===== src/rtl/sprite_rom_arbiter.sv =====
// Round-robin arbiter sharing one synchronous sprite ROM, returning tagged words on a registered bus.
// Optional macro SPRITE_KEY_EN adds a registered transparency flag (rdata_opaque).
module sprite_rom_arbiter #(
  parameter int NUM_REQ     = 4,
  parameter int ADDR_W      = 12,
  parameter int DATA_W      = 16,
  parameter int ROM_LATENCY = 1,
  parameter logic [DATA_W-1:0] KEY_COLOR = 16'hF81F
) (
  input  logic                          clk,
  input  logic                          reset,
  input  logic [NUM_REQ-1:0]            req,
  input  logic [NUM_REQ*ADDR_W-1:0]     req_addr,
  output logic [NUM_REQ-1:0]            gnt,
  output logic [ADDR_W-1:0]             rom_addr,
  input  logic [DATA_W-1:0]             rom_data,
  output logic                          rvalid,
  output logic [$clog2(NUM_REQ)-1:0]    rid,
  output logic [DATA_W-1:0]             rdata,
  output logic                          rdata_opaque
);

  localparam int ID_W = $clog2(NUM_REQ);

  // Handshake: req/req_addr stay stable until gnt is seen; the return bus has no ready.
  logic [ID_W-1:0]        ptr_q, ptr_d;
  logic                   found;
  logic [ID_W-1:0]        win_idx;
  logic [ROM_LATENCY-1:0] tag_valid_q, tag_valid_d;
  logic [ID_W-1:0]        tag_id_q [ROM_LATENCY];
  logic [ID_W-1:0]        tag_id_d [ROM_LATENCY];
  logic                   rvalid_q, rvalid_d;
  logic [ID_W-1:0]        rid_q, rid_d;
  logic [DATA_W-1:0]      rdata_q, rdata_d;

  always_comb begin
    found    = 1'b0;
    win_idx  = '0;
    gnt      = '0;
    rom_addr = '0;
    ptr_d    = ptr_q;
    for (int k = 0; k < NUM_REQ; k++) begin
      int idx;
      idx = int'(ptr_q) + k;
      if (idx >= NUM_REQ) idx = idx - NUM_REQ;
      if (!found && req[idx]) begin
        found   = 1'b1;
        win_idx = ID_W'(idx);
      end
    end
    if (reset) found = 1'b0;
    if (found) begin
      gnt[win_idx] = 1'b1;
      rom_addr     = req_addr[int'(win_idx)*ADDR_W +: ADDR_W];
      ptr_d        = (int'(win_idx) == NUM_REQ-1) ? '0 : win_idx + ID_W'(1);
    end
  end

  // Tag stages track the ROM's own latency so the last stage lines up with rom_data.
  always_comb begin
    tag_valid_d[0] = found;
    tag_id_d[0]    = win_idx;
    for (int s = 1; s < ROM_LATENCY; s++) begin
      tag_valid_d[s] = tag_valid_q[s-1];
      tag_id_d[s]    = tag_id_q[s-1];
    end
    rvalid_d = tag_valid_q[ROM_LATENCY-1];
    rid_d    = rvalid_d ? tag_id_q[ROM_LATENCY-1] : rid_q;
    rdata_d  = rvalid_d ? rom_data : rdata_q;
  end

  always_ff @(posedge clk) begin
    if (reset) begin
      ptr_q       <= '0;
      tag_valid_q <= '0;
      for (int s = 0; s < ROM_LATENCY; s++) tag_id_q[s] <= '0;
      rvalid_q    <= 1'b0;
      rid_q       <= '0;
      rdata_q     <= '0;
    end else begin
      ptr_q       <= ptr_d;
      tag_valid_q <= tag_valid_d;
      tag_id_q    <= tag_id_d;
      rvalid_q    <= rvalid_d;
      rid_q       <= rid_d;
      rdata_q     <= rdata_d;
    end
  end

  assign rvalid = rvalid_q;
  assign rid    = rid_q;
  assign rdata  = rdata_q;

`ifdef SPRITE_KEY_EN
  logic opaque_q, opaque_d;

  always_comb begin
    opaque_d = rvalid_d ? (rom_data != KEY_COLOR) : opaque_q;
  end

  always_ff @(posedge clk) begin
    if (reset) opaque_q <= 1'b0;
    else       opaque_q <= opaque_d;
  end

  assign rdata_opaque = opaque_q;
`else
  assign rdata_opaque = 1'b0;
`endif

endmodule


===== config.mk =====
export PLATFORM = sky130hd
export DESIGN_NAME = sprite_rom_arbiter
export DESIGN_NICKNAME = d
export VERILOG_FILES = /design/src/rtl/sprite_rom_arbiter.sv
export SDC_FILE = /design/constraint.sdc
export NUM_CORES = 1
export LEC_CHECK = 0
export CELL_PAD_IN_SITES_DETAIL_PLACEMENT = 1
export CELL_PAD_IN_SITES_GLOBAL_PLACEMENT = 2
export CORE_MARGIN = 2
export CORE_UTILIZATION = 17
export CTS_BUF_LIST = sky130_fd_sc_hd__clkbuf_4
export DETAILED_ROUTE_END_ITERATION = 6
export GPL_ROUTABILITY_DRIVEN = 0
export GPL_TIMING_DRIVEN = 0
export MAX_ROUTING_LAYER = met4
export PLACE_DENSITY_LB_ADDON = 0.1
export SLEW_MARGIN = 20
export SYNTH_ARGS = -nofsm -noshare
export SYNTH_HDL_FRONTEND = slang
export SYNTH_SLANG_ARGS = --single-unit

===== constraint.sdc =====
create_clock -name clk -period 1.5 [get_ports clk]
set_input_delay 0.3 -clock clk [delete_from_list [all_inputs] [get_ports clk]]
set_output_delay 0.3 -clock clk [all_outputs]
set_load 0.03 [all_outputs]

# Word-level counts from Yosys, hierarchy flattened
# Cells that the tools add are included.
[word_totals] ff_bits=24 latchBits=0 ramBits=0 romBits=0 in_bits=70 out_inout_bits=36 wordCells=64 n_memories=0
[classes] addsub=8 n_mul=1 div=0 magnitude_cmp=10 eq_ne=1 n_shift=1 mux=30 n_bitwise=0 reduce_logical=7
[ops] operator="32-bit by 4-bit less-than comparator with 1-bit output (second input constant)" n=4
[ops] operator="32-bit 2-to-1 mux" n=4
[ops] operator="48-bit by 7-bit indexed part select with 12-bit output" n=1
[ops] operator="1-bit 2-to-1 mux" n=14
[ops] operator="12-bit 2-to-1 mux" n=1
[ops] operator="3-bit by 3-bit subtractor with 4-bit output (second input constant)" n=3
[ops] operator="2-bit 2-to-1 mux" n=5
[ops] operator="3-bit greater-or-equal comparator (second input constant)" n=3
[ops] operator="1-bit binary-select mux with 2-bit select" n=4
[ops] operator="2-bit by 2-bit adder with 3-bit output (second input constant)" n=2
[ops] operator="1-bit logical AND" n=4
[ops] operator="2-bit by 2-bit multiplier with 4-bit output (second input constant)" n=1
[ops] operator="4-bit 2-to-1 mux" n=1
[ops] operator="2-bit by 3-bit subtractor with 4-bit output (second input constant)" n=1
[ops] operator="2-bit by 1-bit adder with 3-bit output (second input constant)" n=1
[ops] operator="2-bit by 3-bit greater-or-equal comparator with 1-bit output (second input constant)" n=1
[ops] operator="1-bit logical NOT" n=3
[ops] operator="2-bit by 3-bit less-than comparator with 1-bit output (second input constant)" n=1
[ops] operator="2-bit by 1-bit adder with 2-bit output (second input constant)" n=1
[ops] operator="1-bit demux with 2-bit select" n=1
[ops] operator="2-bit by 1-bit equality test with 1-bit output (second input constant)" n=1
[ops] operator="2-bit by 1-bit greater-or-equal comparator with 1-bit output (second input constant)" n=1

# Logic depth before layout (Yosys ltp)
[depth] ltp_word=20 depth_mapped=8 mapped_depth_nobuf=6

# Least setup slack after synthesis
# OpenSTA, ideal clock, no wires.
[synth_path] path_kind="reg2out" from="register ptr_q[1]" to="output rom_addr[4]" arrival_time_ps=1687 t_required_ps=1200 slack_ps=-487 path_stages_with_launch=7 n_path_buf=1 cell_sequence="dfxtp_1 > mux2i_1 > nor2_1 > nor3_4 > nand2_2 > buf_6 > o22ai_1"
[synth_lines] element="start: declaration" line_no="26" rtl="logic [ID_W-1:0] ptr_q, ptr_d;"
[synth_lines] element="start signal: assignment" line_no="81" rtl="ptr_q <= ptr_d;"
[synth_lines] element="end: declaration" line_no="15" rtl="output logic [ADDR_W-1:0] rom_addr,"

# Worst setup path after layout
[layout_path] from="register ptr_q[0]" to="output rom_addr[6]"
[layout_between] elab_chain_cells=18 elab_cells_between_ends=45 cone_classes="add/sub (7); mul (1); order compare (4); shift (1); mux (26); reduce/logical (6)"
[layout_lines] element="parallel branches: the longest is 17 deep, another holds 3-bit by 3-bit subtractor with 4-bit output"
[layout_lines] element="12-bit 2-to-1 mux *" line_no="52" rtl="if (found) begin"
# Every way passes the cells marked *. The select of a mux whose other input is x is not followed.

==> metrics.log <==
[metrics] worst flop-to-flop path startpoint: ptr_q[1]$_SDFFE_PP0P_
[metrics] CTS root buffer: sky130_fd_sc_hd__clkbuf_4
[metrics] run status: complete, but fails checks
[metrics] Yosys reg bits: 24
[metrics] remaining routing DRC violations: 0
[metrics] compound-gate portion of the synthesized area: 10.98%
[metrics] setup repair after global routing missed its margin: true
[metrics] Post-Place Setup Slack: -1.604 ns
[metrics] Critical Path, Cell by Cell: inv_2, a21oi_2, a2bb2oi_2, buf_6, buf_12, buf_16, mux2i_4, o22ai_4, buf_6
[metrics] maximum clock path buffer count: 2
[metrics] count of max-cap constraint violations: 0
[metrics] wire length per cell after detailed routing: between 10 and 15 um
[metrics] average footprint of a synthesized cell: a little over 10 sq um
[metrics] slowest cell delay on critical path: ~0.37 ns
[metrics] placed wire-length estimate after detailed placement: between 3000 and 4000 um
[metrics] power per standard cell area: ~840 nW/um^2
[metrics] initial standard-cell utilization of the core: 17.42%
[metrics] leakage power: approximately 1.3 nW
[metrics] Worst Path Class, Setup: flop to output pin
[metrics] area of combinational cells with multiple inputs: 1249 sq um
[metrics] post-synthesis cell count: 138
[metrics] floorplan die area: 9124 sq um
[metrics] fin crit share: 148.7%
[metrics] routed via count: ~1,500
[metrics] Final min period: approximately 2.2 ns
[metrics] fill cell instance count of the final layout: just under 900
[metrics] Synth-to-Final Area Change: 131.7%
[metrics] commonest non-fill, non-tap cell in the layout: sky130_fd_sc_hd__clkdlybuf4s50_1
[metrics] overall die width: 95.52 um
[metrics] sequential fraction of the synthesis area: 33.74%
[metrics] failing checks: setup timing
[metrics] detailed-route wire length: between 5000 and 6000 um
[metrics] count of inserted antenna diode cells: 0
[metrics] CTS tree: built
[metrics] Ys Warns: 0
[metrics] aggregate global-route resource usage: a little under an eighth
[metrics] vias per cell: a little over 4
[metrics] Port Buffers: about 100
[metrics] Worst Setup Slack, final: -0.7298 ns
[metrics] clock slew at reported path FFs: around 0.13 ns
[metrics] worst-case register-to-register setup slack: -0.07 ns
[metrics] maximum fanout encountered on the critical timing path: 7
[metrics] post-synthesis share of cell area spent on and, or, nand and nor gates: 13.01%
[metrics] worst path arrival time: between 1.5 and 2 ns
[metrics] final setup violation count: 17
[metrics] share of synthesized cell area in full adder, half adder and majority cells: about 3.5%
[metrics] Max Freq: between 0.4 and 0.5 GHz
[metrics] Setup Skew: about 0.009 ns
[metrics] router iterations before antenna repair: 3
[metrics] clock network latency to the later pin of the worst-skew pair: between 0.3 and 0.4 ns
[metrics] leftover overflow at the end of global routing: 0
[metrics] total of hold buffers inserted after clock tree synthesis: 0
[metrics] worst voltage drop across the vdd grid: between 0.3 and 0.4 mV
[metrics] number of clock sinks seen by CTS: 24
[metrics] Register Area: around 500 sq um
[metrics] wire length of the first global-routing pass: ~8100 um
[metrics] Worst Setup Start Kind: flop
[metrics] number of global-route vias before repair: 1,584
[metrics] # H-tree levels: 1
[metrics] maximum number of pins on one net before global-route repair: 14
[metrics] Max stage delay cell, worst path: sky130_fd_sc_hd__dfxtp_2
[metrics] standard cell core area: ~8000 sq um
[metrics] multiplexer share of the synthesized area: 30.93%
[metrics] synthesized net count: around 210
[metrics] endpoint required time on the critical path: 1.20 ns
[metrics] initial antenna violation count: 0
[metrics] starting DRC count in detailed routing: 24
[metrics] commonest cells after routing, fill and taps aside: sky130_fd_sc_hd__clkdlybuf4s50_1 (65), sky130_fd_sc_hd__mux2i_1 (23), sky130_fd_sc_hd__dlygate4sd2_1 (23)
[metrics] nature of the critical path endpoint: output pin
[metrics] class of the tightest hold or removal check: flop to flop
[metrics] number of core rows: 33
[metrics] clock buffers created by TritonCTS: 3
[metrics] count of different cell masters after synthesis: 27
[metrics] post-route ant nets: 0
[metrics] layout net count: about 340
[metrics] final-report hold violation count: 0
[metrics] worst hold start: tag_id_q[0]$_SDFF_PP0_
[metrics] Critical Path Source: ptr_q[0]$_SDFFE_PP0P_
[metrics] xor and xnor fraction of the mapped netlist area: 0%
[metrics] largest family of logic cells by synthesized area: multiplexers
[metrics] Boundary Pins: ~110
[metrics] proportion of layout cells with a drive suffix above 1: 37.26%
[metrics] max-slew violation count: 0
[metrics] overall die height: 95.52 um
[metrics] Worst path most repeated cell: sky130_fd_sc_hd__buf_6
[metrics] Setup TNS: -10.73 ns
[metrics] mapped cell area: ~1400 sq um
-- area by class of cell --
class | count | share of cell area (%)
clock inverters | 1 | 0.1138
plain buffers | 10 | 3.754
repair buffers | 121 | 38.23
clock buffers | 3 | 0.6826
multi-input cells | 100 | 37.85
well taps | 105 | 3.982
inverters | 4 | 0.6826
flip-flops and latches | 24 | 14.71
-- Yosys cell counts --
cell                        count  area [sq um]
sky130_fd_sc_hd__a211oi_1       1         7.510
sky130_fd_sc_hd__a21oi_1        3         15.01
sky130_fd_sc_hd__a2bb2oi_1      1         8.760
sky130_fd_sc_hd__and2_1         4         25.02
sky130_fd_sc_hd__buf_12         1         20.02
sky130_fd_sc_hd__buf_2          2         10.01
sky130_fd_sc_hd__buf_4          2         15.01
sky130_fd_sc_hd__buf_6          1         11.26
sky130_fd_sc_hd__buf_8          1         15.01
sky130_fd_sc_hd__clkbuf_1       2         7.510
sky130_fd_sc_hd__clkbuf_8       1         13.76
sky130_fd_sc_hd__conb_1         1         3.750
sky130_fd_sc_hd__dfxtp_1       24         480.5
sky130_fd_sc_hd__ha_1           4         50.05
sky130_fd_sc_hd__inv_1          3         11.26
sky130_fd_sc_hd__inv_2          1         3.750
sky130_fd_sc_hd__mux2i_1       44         440.4
sky130_fd_sc_hd__nand2_1        2         7.510
sky130_fd_sc_hd__nand2_2        1         6.260
sky130_fd_sc_hd__nand3b_1       1         7.510
sky130_fd_sc_hd__nor2_1        22         82.58
sky130_fd_sc_hd__nor2b_1        1         6.260
sky130_fd_sc_hd__nor3_4         1         16.27
sky130_fd_sc_hd__nor3b_2        1         12.51
sky130_fd_sc_hd__nor4_4         1         21.27
sky130_fd_sc_hd__o22ai_1        4         25.02
sky130_fd_sc_hd__o22ai_2        8         100.1
-- registers in the layout (all words and copies together) (netlist names) --
register  cells
rdata        16
ptr_q         2
rid           2
tag_id_q      2
rvalid        1
rvalid_d      1
-- cells by family (layout without fill, tap and decap cells) --
kind of cell	Yosys count	after routing
muxes	44	44
and+or+nand+nor	34	34
DFF	24	24
AOI/OAI and AO/OA	17	17
buffers and inverters	14	139
adders and majority gates	4	4
other	1	1
-- critical path, delay by kind of cell, from the launching register on --
family	cells	cell delay (ns)
flops	1	0.37
mux	1	0.25
compound gates	3	0.38
buf+inv	5	0.62
-- layer usage --
layer  vias up  part of all wire (%)  wire length (um)  GRT usage (%)
met5         -                     0                 0              -
met4         0                  0.76                40          3.214
met3         2                   5.8               306          1.423
met2        59                    51              2709          20.34
met1       695                    42              2212          14.66
li1        744                     -                 -              -
-- power by group --
| group | internal, mW | leakage, nW | total, mW | switching (mW) |
|---|---|---|---|---|
| Combinational | 0.967 | 1.12 | 1.76 | 0.791 |
| Sequential | 0.690 | 0.199 | 0.717 | 0.0278 |
| Clock | 0.0970 | 0.0154 | 0.283 | 0.186 |
-- final timing paths --
path                           end  depth (start not counted)
max                    rom_addr[6]                          9
min            rid[0]$_SDFFE_PP0P_                          2
max reg2reg  ptr_q[1]$_SDFFE_PP0P_                          8
min reg2reg    rid[0]$_SDFFE_PP0P_                          2
-- what timing repair did --
action                                  4_1_cts  5_1_grt
gates resized for setup                     165        8
endpoints found under the setup margin       38       18
pin swaps                                     9        5
hold endpoints to repair                      0        0
setup buffers                                12        1
cloned                                        4        0
-- metrics by stage --
stage                     hold WS, ns  power (mW)  util, %  cell area (sq um)  cells
final                          0.4873       2.758    40.36               3299    368
after CTS                      0.4950       2.776    39.85               3258    367
after detailed placement       0.4625       2.117    35.00               2861    347
after global placement         0.4501       2.114    35.00               2861    347
after floorplan                0.3653       1.626        -               1689    138
after global routing           0.5343       2.922    40.36               3299    368
No activity file was read; power rests on OpenSTA's default activity.
